[config.mk]
export PLATFORM = sky130hd
export DESIGN_NAME = atp_machine_electricity_bill_payment
export DESIGN_NICKNAME = d
export VERILOG_FILES = /design/src/rtl/atp_pkg.sv /design/src/rtl/atp_coin_accumulator.sv /design/src/rtl/atp_machine_electricity_bill_payment.sv
export SDC_FILE = /design/constraint.sdc
export NUM_CORES = 1
export LEC_CHECK = 0
export CAP_MARGIN = 15
export CORE_ASPECT_RATIO = 1.25
export CORE_UTILIZATION = 61
export CTS_BUF_LIST = sky130_fd_sc_hd__clkbuf_4
export DETAILED_ROUTE_END_ITERATION = 8
export GPL_TIMING_DRIVEN = 0
export PLACE_DENSITY_LB_ADDON = 0.2
export SLEW_MARGIN = 10
export SYNTH_ARGS = -nofsm -noshare
export SYNTH_HDL_FRONTEND = slang
export SYNTH_SLANG_ARGS = --single-unit
export TNS_END_PERCENT = 1
[constraint.sdc]
create_clock -name clk -period 4.3 [get_ports clk]
set_clock_uncertainty 0.05 [all_clocks]
set_input_delay 0.86 -clock clk [delete_from_list [all_inputs] [get_ports clk]]
set_output_delay 0.86 -clock clk [all_outputs]
set_load 0.05 [all_outputs]
[src/rtl/atp_pkg.sv]
// Shared types and note values for the bill-payment kiosk controller.
package atp_pkg;

    typedef enum logic [2:0] {
        StIdle,
        StReadCard,
        StPinEntry,
        StPayment,
        StSuccess,
        StFail,
        StTimeout
    } state_e;

    // Note values expressed in Rs-50 units.
    localparam int unsigned UNITS_1000 = 20;
    localparam int unsigned UNITS_500  = 10;
    localparam int unsigned UNITS_100  = 2;
    localparam int unsigned UNITS_50   = 1;
    localparam int unsigned PAID_MAX   = 255;

    // edges = {1000, 500, 100, 50}; simultaneous notes are summed.
    function automatic logic [8:0] note_units(input logic [3:0] edges);
        logic [8:0] total;
        total = 9'd0;
        if (edges[3]) total = total + 9'(UNITS_1000);
        if (edges[2]) total = total + 9'(UNITS_500);
        if (edges[1]) total = total + 9'(UNITS_100);
        if (edges[0]) total = total + 9'(UNITS_50);
        return total;
    endfunction

endpackage

[src/rtl/atp_coin_accumulator.sv]
// Rising-edge detectors on the four note inputs and a saturating running total.
module atp_coin_accumulator
    import atp_pkg::*;
(
    input  logic       clk,
    input  logic       reset,
    input  logic       clear,
    input  logic       enable,
    input  logic       payment_1000,
    input  logic       payment_500,
    input  logic       payment_100,
    input  logic       payment_50,
    output logic [7:0] paid,
    output logic [7:0] paid_next,
    output logic       edge_seen
);

    logic [3:0] notes;
    logic [3:0] hist_q;
    logic [3:0] edges;
    logic [7:0] paid_q;
    logic [7:0] paid_d;
    logic [8:0] sum;

    assign notes     = {payment_1000, payment_500, payment_100, payment_50};
    assign edges     = notes & ~hist_q;
    assign edge_seen = |edges;

    always_comb begin
        sum    = {1'b0, paid_q} + note_units(edges);
        paid_d = paid_q;
        if (clear) begin
            paid_d = 8'd0;
        end else if (enable) begin
            paid_d = (sum > 9'(PAID_MAX)) ? 8'(PAID_MAX) : sum[7:0];
        end
    end

    // History runs in every state so a note held high on entry is not counted.
    always_ff @(posedge clk) begin
        if (reset) begin
            hist_q <= 4'd0;
            paid_q <= 8'd0;
        end else begin
            hist_q <= notes;
            paid_q <= paid_d;
        end
    end

    assign paid      = paid_q;
    assign paid_next = paid_d;

endmodule

[src/rtl/atp_machine_electricity_bill_payment.sv]
// Bill-payment kiosk controller: card read, PIN check, note accumulation, result flags.
// Define ATP_PIN_TIMEOUT_EN to also time out an idle PIN entry.
module atp_machine_electricity_bill_payment
    import atp_pkg::*;
#(
    parameter logic [3:0]  PIN_CODE       = 4'b1010,
    parameter int unsigned BILL_UNITS     = 33,
    parameter int unsigned TIMEOUT_CYCLES = 4
) (
    input  logic       clk,
    input  logic       reset,
    input  logic       card_inserted,
    input  logic [7:0] card_data,
    input  logic [3:0] pin,
    input  logic       payment_1000,
    input  logic       payment_500,
    input  logic       payment_100,
    input  logic       payment_50,
    output logic [7:0] display,
    output logic       payment_success,
    output logic       payment_fail,
    output logic       payment_timeout
);

    localparam int unsigned CntW = $clog2(TIMEOUT_CYCLES + 2);

    state_e            state_q, state_d;
    logic [7:0]        card_id_q, card_id_d;
    logic              card_prev_q;
    logic [CntW-1:0]   cnt_q, cnt_d;
    logic [7:0]        display_q, display_d;
    logic              success_q, fail_q, timeout_q;

    logic              card_rise;
    logic              timeout_hit;
    logic              paid_done;
    logic              clear_paid;
    logic              acc_enable;
    logic [7:0]        paid;
    logic [7:0]        paid_next;
    logic              edge_seen;

    assign card_rise   = card_inserted & ~card_prev_q;
    assign timeout_hit = (cnt_q == CntW'(TIMEOUT_CYCLES));
    assign paid_done   = ({1'b0, paid} >= 9'(BILL_UNITS));
    assign acc_enable  = (state_q == StPayment);

    atp_coin_accumulator u_acc (
        .clk          (clk),
        .reset        (reset),
        .clear        (clear_paid),
        .enable       (acc_enable),
        .payment_1000 (payment_1000),
        .payment_500  (payment_500),
        .payment_100  (payment_100),
        .payment_50   (payment_50),
        .paid         (paid),
        .paid_next    (paid_next),
        .edge_seen    (edge_seen)
    );

    always_comb begin
        state_d = state_q;
        unique case (state_q)
            StIdle: begin
                if (card_inserted) state_d = StReadCard;
            end
            StReadCard: begin
                if (!card_inserted) state_d = StPinEntry;
            end
            StPinEntry: begin
                if (card_rise) begin
                    state_d = StReadCard;
                end else if (pin != 4'd0) begin
                    state_d = (pin == PIN_CODE) ? StPayment : StFail;
`ifdef ATP_PIN_TIMEOUT_EN
                end else if (timeout_hit) begin
                    state_d = StTimeout;
`endif
                end
            end
            StPayment: begin
                if (card_rise) begin
                    state_d = StReadCard;
                end else if (paid_done) begin
                    state_d = StSuccess;
                end else if (!edge_seen && timeout_hit) begin
                    state_d = StTimeout;
                end
            end
            StSuccess, StFail, StTimeout: begin
                if (card_inserted) state_d = StReadCard;
            end
            default: state_d = StIdle;
        endcase
    end

    // Every new transaction (or abort) starts from an empty total.
    assign clear_paid = (state_d != state_q) &&
                        ((state_d == StPayment) || (state_d == StReadCard));

    always_comb begin
        cnt_d = cnt_q;
        if (state_d != state_q) begin
            cnt_d = '0;
        end else if (state_q == StPayment) begin
            if (edge_seen) begin
                cnt_d = '0;
            end else if (!timeout_hit) begin
                cnt_d = cnt_q + CntW'(1);
            end
`ifdef ATP_PIN_TIMEOUT_EN
        end else if (state_q == StPinEntry) begin
            if (!timeout_hit) cnt_d = cnt_q + CntW'(1);
`endif
        end
    end

    always_comb begin
        card_id_d = card_id_q;
        if (state_d == StReadCard && card_inserted) card_id_d = card_data;
    end

    always_comb begin
        display_d = 8'd0;
        unique case (state_d)
            StIdle:                         display_d = 8'd0;
            StReadCard, StPinEntry, StFail: display_d = card_id_d;
            StPayment, StSuccess, StTimeout: display_d = paid_next;
            default:                        display_d = 8'd0;
        endcase
    end

    always_ff @(posedge clk) begin
        if (reset) begin
            state_q     <= StIdle;
            card_id_q   <= 8'd0;
            card_prev_q <= 1'b0;
            cnt_q       <= '0;
            display_q   <= 8'd0;
            success_q   <= 1'b0;
            fail_q      <= 1'b0;
            timeout_q   <= 1'b0;
        end else begin
            state_q     <= state_d;
            card_id_q   <= card_id_d;
            card_prev_q <= card_inserted;
            cnt_q       <= cnt_d;
            display_q   <= display_d;
            success_q   <= (state_d == StSuccess);
            fail_q      <= (state_d == StFail);
            timeout_q   <= (state_d == StTimeout);
        end
    end

    assign display         = display_q;
    assign payment_success = success_q;
    assign payment_fail    = fail_q;
    assign payment_timeout = timeout_q;

endmodule

==> results of run 1 <==
power groups by stage:
stage / clock network [µW] / logic (µW) / registers, µW
3_3_place_gp: 0 / 126 / 375
6_report: 179 / 129 / 368
2_1_floorplan: 0 / 76.9 / 386
4_1_cts: 181 / 129 / 368
5_1_grt: 197 / 141 / 369
3_5_place_dp: 0 / 129 / 376
cell families after synthesis:
family	count (synthesis)	share of synthesized area [%]
adders and majority gates	11	6.80
muxes	11	5.16
and+or+nand+nor	90	24.6
buffers and inverters	18	4.63
DFF	38	35.6
AOI/OAI and AO/OA	50	19.5
xor gates and xnor gates	9	3.69
final cells by class:
type / count / area, µm²
multi-input combinational: 171 / 1270
fill: 247 / 766
sequential: 38 / 761
timing repair buffer: 28 / 280
buffer: 9 / 65.1
tap: 37 / 46.3
clock buffer: 5 / 37.5
inverter: 9 / 33.8
clock inverter: 3 / 16.3
worst max-delay path: stages:
cell	delay [ns]
clkdlybuf4s50_1	0.41
nand2b_1	0.20
inv_1	0.09
ha_1	0.28
mux2i_1	0.06
ha_1	0.37
nand3_1	0.10
nand2_1	0.09
a211oi_1	0.13
o31ai_1	0.70
o22ai_1	0.21
a211oi_1	0.43
a221o_1	0.20
worst max path at each step:
| stage | start | endpoint | slack, ns | depth (start not counted) |
|---|---|---|---|---|
| finish | payment_500 | display[5] | 0.39 | 13 |
| global route | payment_500 | display[3] | 0.25 | 14 |
| CTS | payment_500 | display[5] | 0.51 | 13 |
| detailed placement | payment_500 | display[5] | 0.15 | 13 |
| global placement | payment_500 | display[5] | 0.25 | 13 |
| floorplan | payment_500 | display[0] | 1.09 | 13 |
per-stage QoR:
step | hold slack [ns] | instances
4_1_cts | 0.454 | 300
3_3_place_gp | 0.414 | 292
5_1_grt | 0.479 | 300
3_5_place_dp | 0.429 | 292
6_report | 0.456 | 300
2_1_floorplan | 0.406 | 227
state kept, by name, indices dropped and copies added, names as in the netlist:
signal           cells
payment_fail         1
state_q              3
u_acc.hist_q         4
payment_success      1
u_acc.paid           8
payment_timeout      1
cnt_q                3
card_id_q            8
display              8
card_prev_q          1
metal layers:
metal / routed length, µm / track usage, % / vias to the layer above
met4: 69 / 11.6 / 0
met5: 0 / 0 / -
li1: - / - / 904
met3: 148 / 6.44 / 8
met1: 1880 / 29.8 / 856
met2: 2280 / 46.1 / 31
cells in the mapped netlist, drive strengths merged (3+ instances only):
library cell and n:
dfxtp 38, nor2 25, nand2 12, mux2i 11
ha 10, a21oi 9, inv 9, a221o 8
nor3 8, nor3b 8, o21ai 8, nor2b 7
and2 6, buf 6, nand3 6, o221ai 6
nand2b 5, xnor2 5, xor2 4, clkbuf 3
nor4b 3
==> summary.md, run 1 <==
| Metric | Value |
|---|---|
| GR Overflow Total | `0` |
| Max Root-Sink Buffers | `2` |
| Max Clock Freq | `0.256 GHz` |
| Cts repair resizes | `0` |
| Die Wd | `54.9 µm` |
| Critical R2R Capture | `display[5]` |
| WL final | `4380 µm` |
| Post-Syn Instances | `227` |
| Outcome | `completed` |
| Routability cong. | `0.854` |
| Mapped Avg Cell Area | `9.40 µm²` |
| I/O pins | `30` |
| Min-delay src | `card_id_q[0]` |
| Detailed-route DRC error count | `0` |
| Post-synthesis instance area | `0.00213 mm²` |
| Top_reg_cell synth | `dfxtp_1` |
| Die ar. | `0.00374 mm²` |
| Fin crit share | `90.8%` |
| Crit Reg-Reg Startpoint | `u_acc.hist_q[2]` |
| Arrival time worst endpoint | `4.15 ns` |
| Port Buffers | `28` |
| Final worst path period need | `3.91 ns` |
| Int Power | `480 µW` |
| Power Total | `676 µW` |
| Post-Layout Inst Area | `0.00251 mm²` |
| Nets | `292` |
| Yosys cell types | `53` |
| Yosys reg bits | `38` |
| DR WL/cell | `14.6 µm` |
| Worst slew margin | `48.3%` |
| FFs w/ async S/R, synth | `0%` |
| Total GRT Usage | `26.5%` |
| Tightest Pin Transition | `0.769 ns` |
| 1st-iter DRT viols | `74` |
| Clock transition at the registers of the reported paths | `0.12 ns` |
| Core box area | `0.00328 mm²` |
| Largest net degree at the start of global routing | `13` |
| Total of max-cap violations | `0` |
| Dpl hpwl | `3430 µm` |
| Vias | `1799` |
| Post-CTS setup buffers | `0` |
| Area grow syn2layout | `17.8%` |
| Power share of the clock group | `26.4%` |
| YS warnings | `0` |
| CP Capture Type | `flop` |
| Worst-skew pair later-pin latency | `0.35 ns` |
| FP Rows | `23` |
| Slew Viols, Final | `0` |
| Power share of the sequential group | `54.4%` |
| Final TNS setup | `0 ns` |
| Leak pwr | `0.00101 µW` |
| Ant diodes | `0` |
| Clock buffer count from CTS | `5` |
| Gate power share | `19.1%` |
| Die Ht | `68.1 µm` |
| Starting Density | `65.1%` |
| # setup viols final | `0` |
| First-pass GRT wire length | `7150 µm` |
| Sw Pwr | `196 µW` |
| Switching Share | `29.0%` |
| Final WS setup | `0.395 ns` |
| Worst EP required | `4.54 ns` |
| TritonRoute pass-1 iters | `4` |
| Clk root buf | `clkbuf_4` |
| Final Util | `76.7%` |
| Most frequent cells in the layout | `dfxtp_1 (38), clkdlybuf4s50_1 (28), nor2_1 (24)` |
| Startpoint types | `input pin` |
| Placed inst area | `0.00246 mm²` |
| DP Worst Slack | `0.146 ns` |
| WS Path Type | `input pin to flop` |
| Syn Nets | `257` |
| Area leader, netlist | `dfxtp_1` |
| WHS Endpoint | `display[0]` |
| CTS tree | `built` |
| Power Dens Cells | `269 mW/mm²` |
| Share of layout cells above drive strength 1 | `10.6%` |
| HP Class | `flop to flop` |
| FF-to-FF path depth | `12` |
| Reg2Reg Setup Slack | `0.97 ns` |
| Top post-synthesis cells by area | `dfxtp_1 (36%), ha_1 (5.9%), mux2i_1 (5.2%)` |
| Hold path cells | `1` |
| Largest fanout on the critical path | `6` |
| Initial antenna violation count | `0` |
| Clk sinks | `38` |
| Peak supply drop | `0.260 mV` |
| Vias in the first global route | `1702` |
| Post-synth EDFFs | `0` |
| Final hold violation count | `0` |
| Leading cell type in the layout, fill and taps excluded | `dfxtp_1` |
| Final ANT Viol Nets | `0` |
| RSZ-0062 raised after global routing | `false` |
| H-tree Lvls | `2` |
| Vias per inst | `6.00` |
| Synth top area share | `35.6%` |
| Sequential area share after synthesis | `35.6%` |
| CTS Hold Bufs | `0` |
(Power assumes the default switching activity.)
==> inputs of run 2 (changes only) <==
- SLEW_MARGIN: 10 -> 20
==> results of run 2 <==
Same layout as run 1: the final DEF is identical, and so are final timing and power.
==> inputs of run 3 (changes only) <==
- SETUP_SLACK_MARGIN: unset -> 0.5
- SKIP_CTS_REPAIR_TIMING: unset -> 1
==> summary.md, run 3 (synthesis gave the netlist of run 1 again) <==
| Metric | Value |
|---|---|
| Outcome | `completed` |
| Total GRT Usage | `26.5%` |
| Power share of the sequential group | `54.0%` |
| GRT met2 Usage | `46.1%` |
| Vias per inst | `6.05` |
| Die Wd | `54.9 µm` |
| Largest net degree at the start of global routing | `13` |
| I/O pins | `30` |
| Vias | `1815` |
| Slew Viols, Final | `0` |
| 1st-iter DRT viols | `67` |
| H-tree Lvls | `2` |
| WL final | `4530 µm` |
| Initial antenna violation count | `0` |
| Largest fanout on the critical path | `6` |
| DR WL/cell | `15.1 µm` |
| Area grow syn2layout | `18.6%` |
| Leading cell type in the layout, fill and taps excluded | `dfxtp_1` |
| CP Capture Type | `flop` |
| Share of layout cells above drive strength 1 | `11.8%` |
| Core box area | `0.00328 mm²` |
| Fillers | `243` |
| Global Route met3 Usage | `6.44%` |
| # setup viols final | `0` |
| Vias in the first global route | `1702` |
| Ant diodes | `0` |
| Sw Pwr | `201 µW` |
| Arrival time worst endpoint | `3.93 ns` |
| Die ar. | `0.00374 mm²` |
| Worst EP required | `4.55 ns` |
| RSZ-0062 raised after global routing | `true` |
| FP Rows | `23` |
| Critical Path, Cell by Cell | `clkdlybuf4s50_1 > nand2b_1 > inv_1 > ha_1 > mux2i_1 > ha_1 > nand3_1 > nand2_1 > a211oi_2 > o31ai_2 > o22ai_1 > a211oi_1 > a221o_1` |
| WS Path Type | `input pin to flop` |
| Power share of the clock group | `26.8%` |
| GR Overflow Total | `0` |
| Gate power share | `19.2%` |
| First-pass GRT wire length | `7150 µm` |
| Power Dens Cells | `269 mW/mm²` |
| Nets | `292` |
| Clk root buf | `clkbuf_4` |
| Max Clock Freq | `0.272 GHz` |
| Placed insts | `292` |
| Met1 usage | `29.8%` |
| TritonRoute pass-1 iters | `5` |
| Routability cong. | `0.854` |
| Startpoint types | `input pin` |
| Port Buffers | `28` |
| Slowest Stage Delay on Critical Path | `0.52 ns` |
| Final TNS setup | `0 ns` |
| Final ANT Viol Nets | `0` |
| Clock buffer count from CTS | `5` |
| Clk sinks | `38` |
| Worst path slowest cell | `o31ai_2` |
| Most Used Layer, Global Route | `met2` |
| Most frequent cells in the layout | `dfxtp_1 (38), clkdlybuf4s50_1 (28), nor2_1 (24)` |
| Worst-skew pair later-pin latency | `0.36 ns` |
| Int Power | `480 µW` |
| Detailed-route DRC error count | `0` |
| CTS tree | `built` |
| Clock transition at the registers of the reported paths | `0.12 ns` |
| Leak pwr | `0.00101 µW` |
| Dpl hpwl | `3430 µm` |
| Switching Share | `29.5%` |
| Starting Density | `65.1%` |
| HP Class | `flop to flop` |
| Worst slew margin | `64.7%` |
| Final Util | `77.2%` |
| Final worst path period need | `3.68 ns` |
| Die Ht | `68.1 µm` |
| Fin crit share | `85.6%` |
| Final hold violation count | `0` |
| Post-route non-filler standard cell count | `300` |
| Tightest Pin Transition | `0.526 ns` |
| Max Root-Sink Buffers | `2` |
| Total of max-cap violations | `0` |
| Most frequent CP cell | `ha_1` |
| Peak supply drop | `0.262 mV` |
==> run 3: cell count changes in the layout (fill, tap and decap cells not counted) <==
cell / before / now
a211oi_1: 2 / 1
a211oi_2: 0 / 1
o221ai_1: 5 / 4
o221ai_2: 1 / 2
o31ai_1: 1 / 0
o31ai_2: 0 / 1
==> run 3: layout make-up <==
| cell class | count | area [µm²] | area share [%] |
|---|---|---|---|
| buffer | 9 | 65.1 | 2.57 |
| clock buffer | 5 | 37.5 | 1.48 |
| clock inverter | 3 | 16.3 | 0.643 |
| inverter | 9 | 33.8 | 1.33 |
| multi-input combinational | 171 | 1290 | 51.0 |
| sequential | 38 | 761 | 30.1 |
| tap | 37 | 46.3 | 1.83 |
| timing repair buffer | 28 | 280 | 11.1 |
==> run 3: per-layer routing <==
metal / routed length, µm / part of all wire (%)
met5: 0 / 0
met1: 1960 / 43
met2: 2330 / 51
met4: 79 / 1.7
met3: 165 / 3.6
==> run 3: stage by stage <==
| stage | hold slack [ns] | power (µW) | setup slack [ns] | instance area (µm²) |
|---|---|---|---|---|
| after floorplan | 0.406 | 463 | 1.09 | 2130 |
| after global placement | 0.414 | 501 | 0.254 | 2460 |
| after detailed placement | 0.429 | 504 | 0.146 | 2460 |
| after CTS | 0.454 | 677 | 0.511 | 2510 |
| after global routing | 0.479 | 708 | 0.451 | 2530 |
| final | 0.458 | 681 | 0.620 | 2530 |
==> run 3: final timing paths <==
kind / cells past startpoint / slack [ns] / from / endpoint
setup reg to reg: 12 / 1.18 / u_acc.hist_q[2] / display[5]
hold / removal: 1 / 0.46 / card_id_q[0] / display[0]
hold reg to reg: 1 / 0.46 / card_id_q[0] / display[0]
setup / recovery: 13 / 0.62 / payment_500 / display[5]
==> run 3: worst max-delay path: cells and delay by family <==
kind / cells / cell delay [ns]
multiplexers: 1 / 0.07
buffers and inverters: 2 / 0.50
adder cells (fa/ha/maj): 2 / 0.65
AO/OA/AOI/OAI: 5 / 1.43
AND/OR/NAND/NOR: 3 / 0.41
==> run 3: power groups by stage <==
stage / Clock (µW) / Combinational (µW) / Sequential (µW)
after detailed placement: 0 / 129 / 376
after floorplan: 0 / 76.9 / 386
after global routing: 197 / 142 / 369
after global placement: 0 / 126 / 375
final: 182 / 131 / 368
after CTS: 181 / 129 / 368
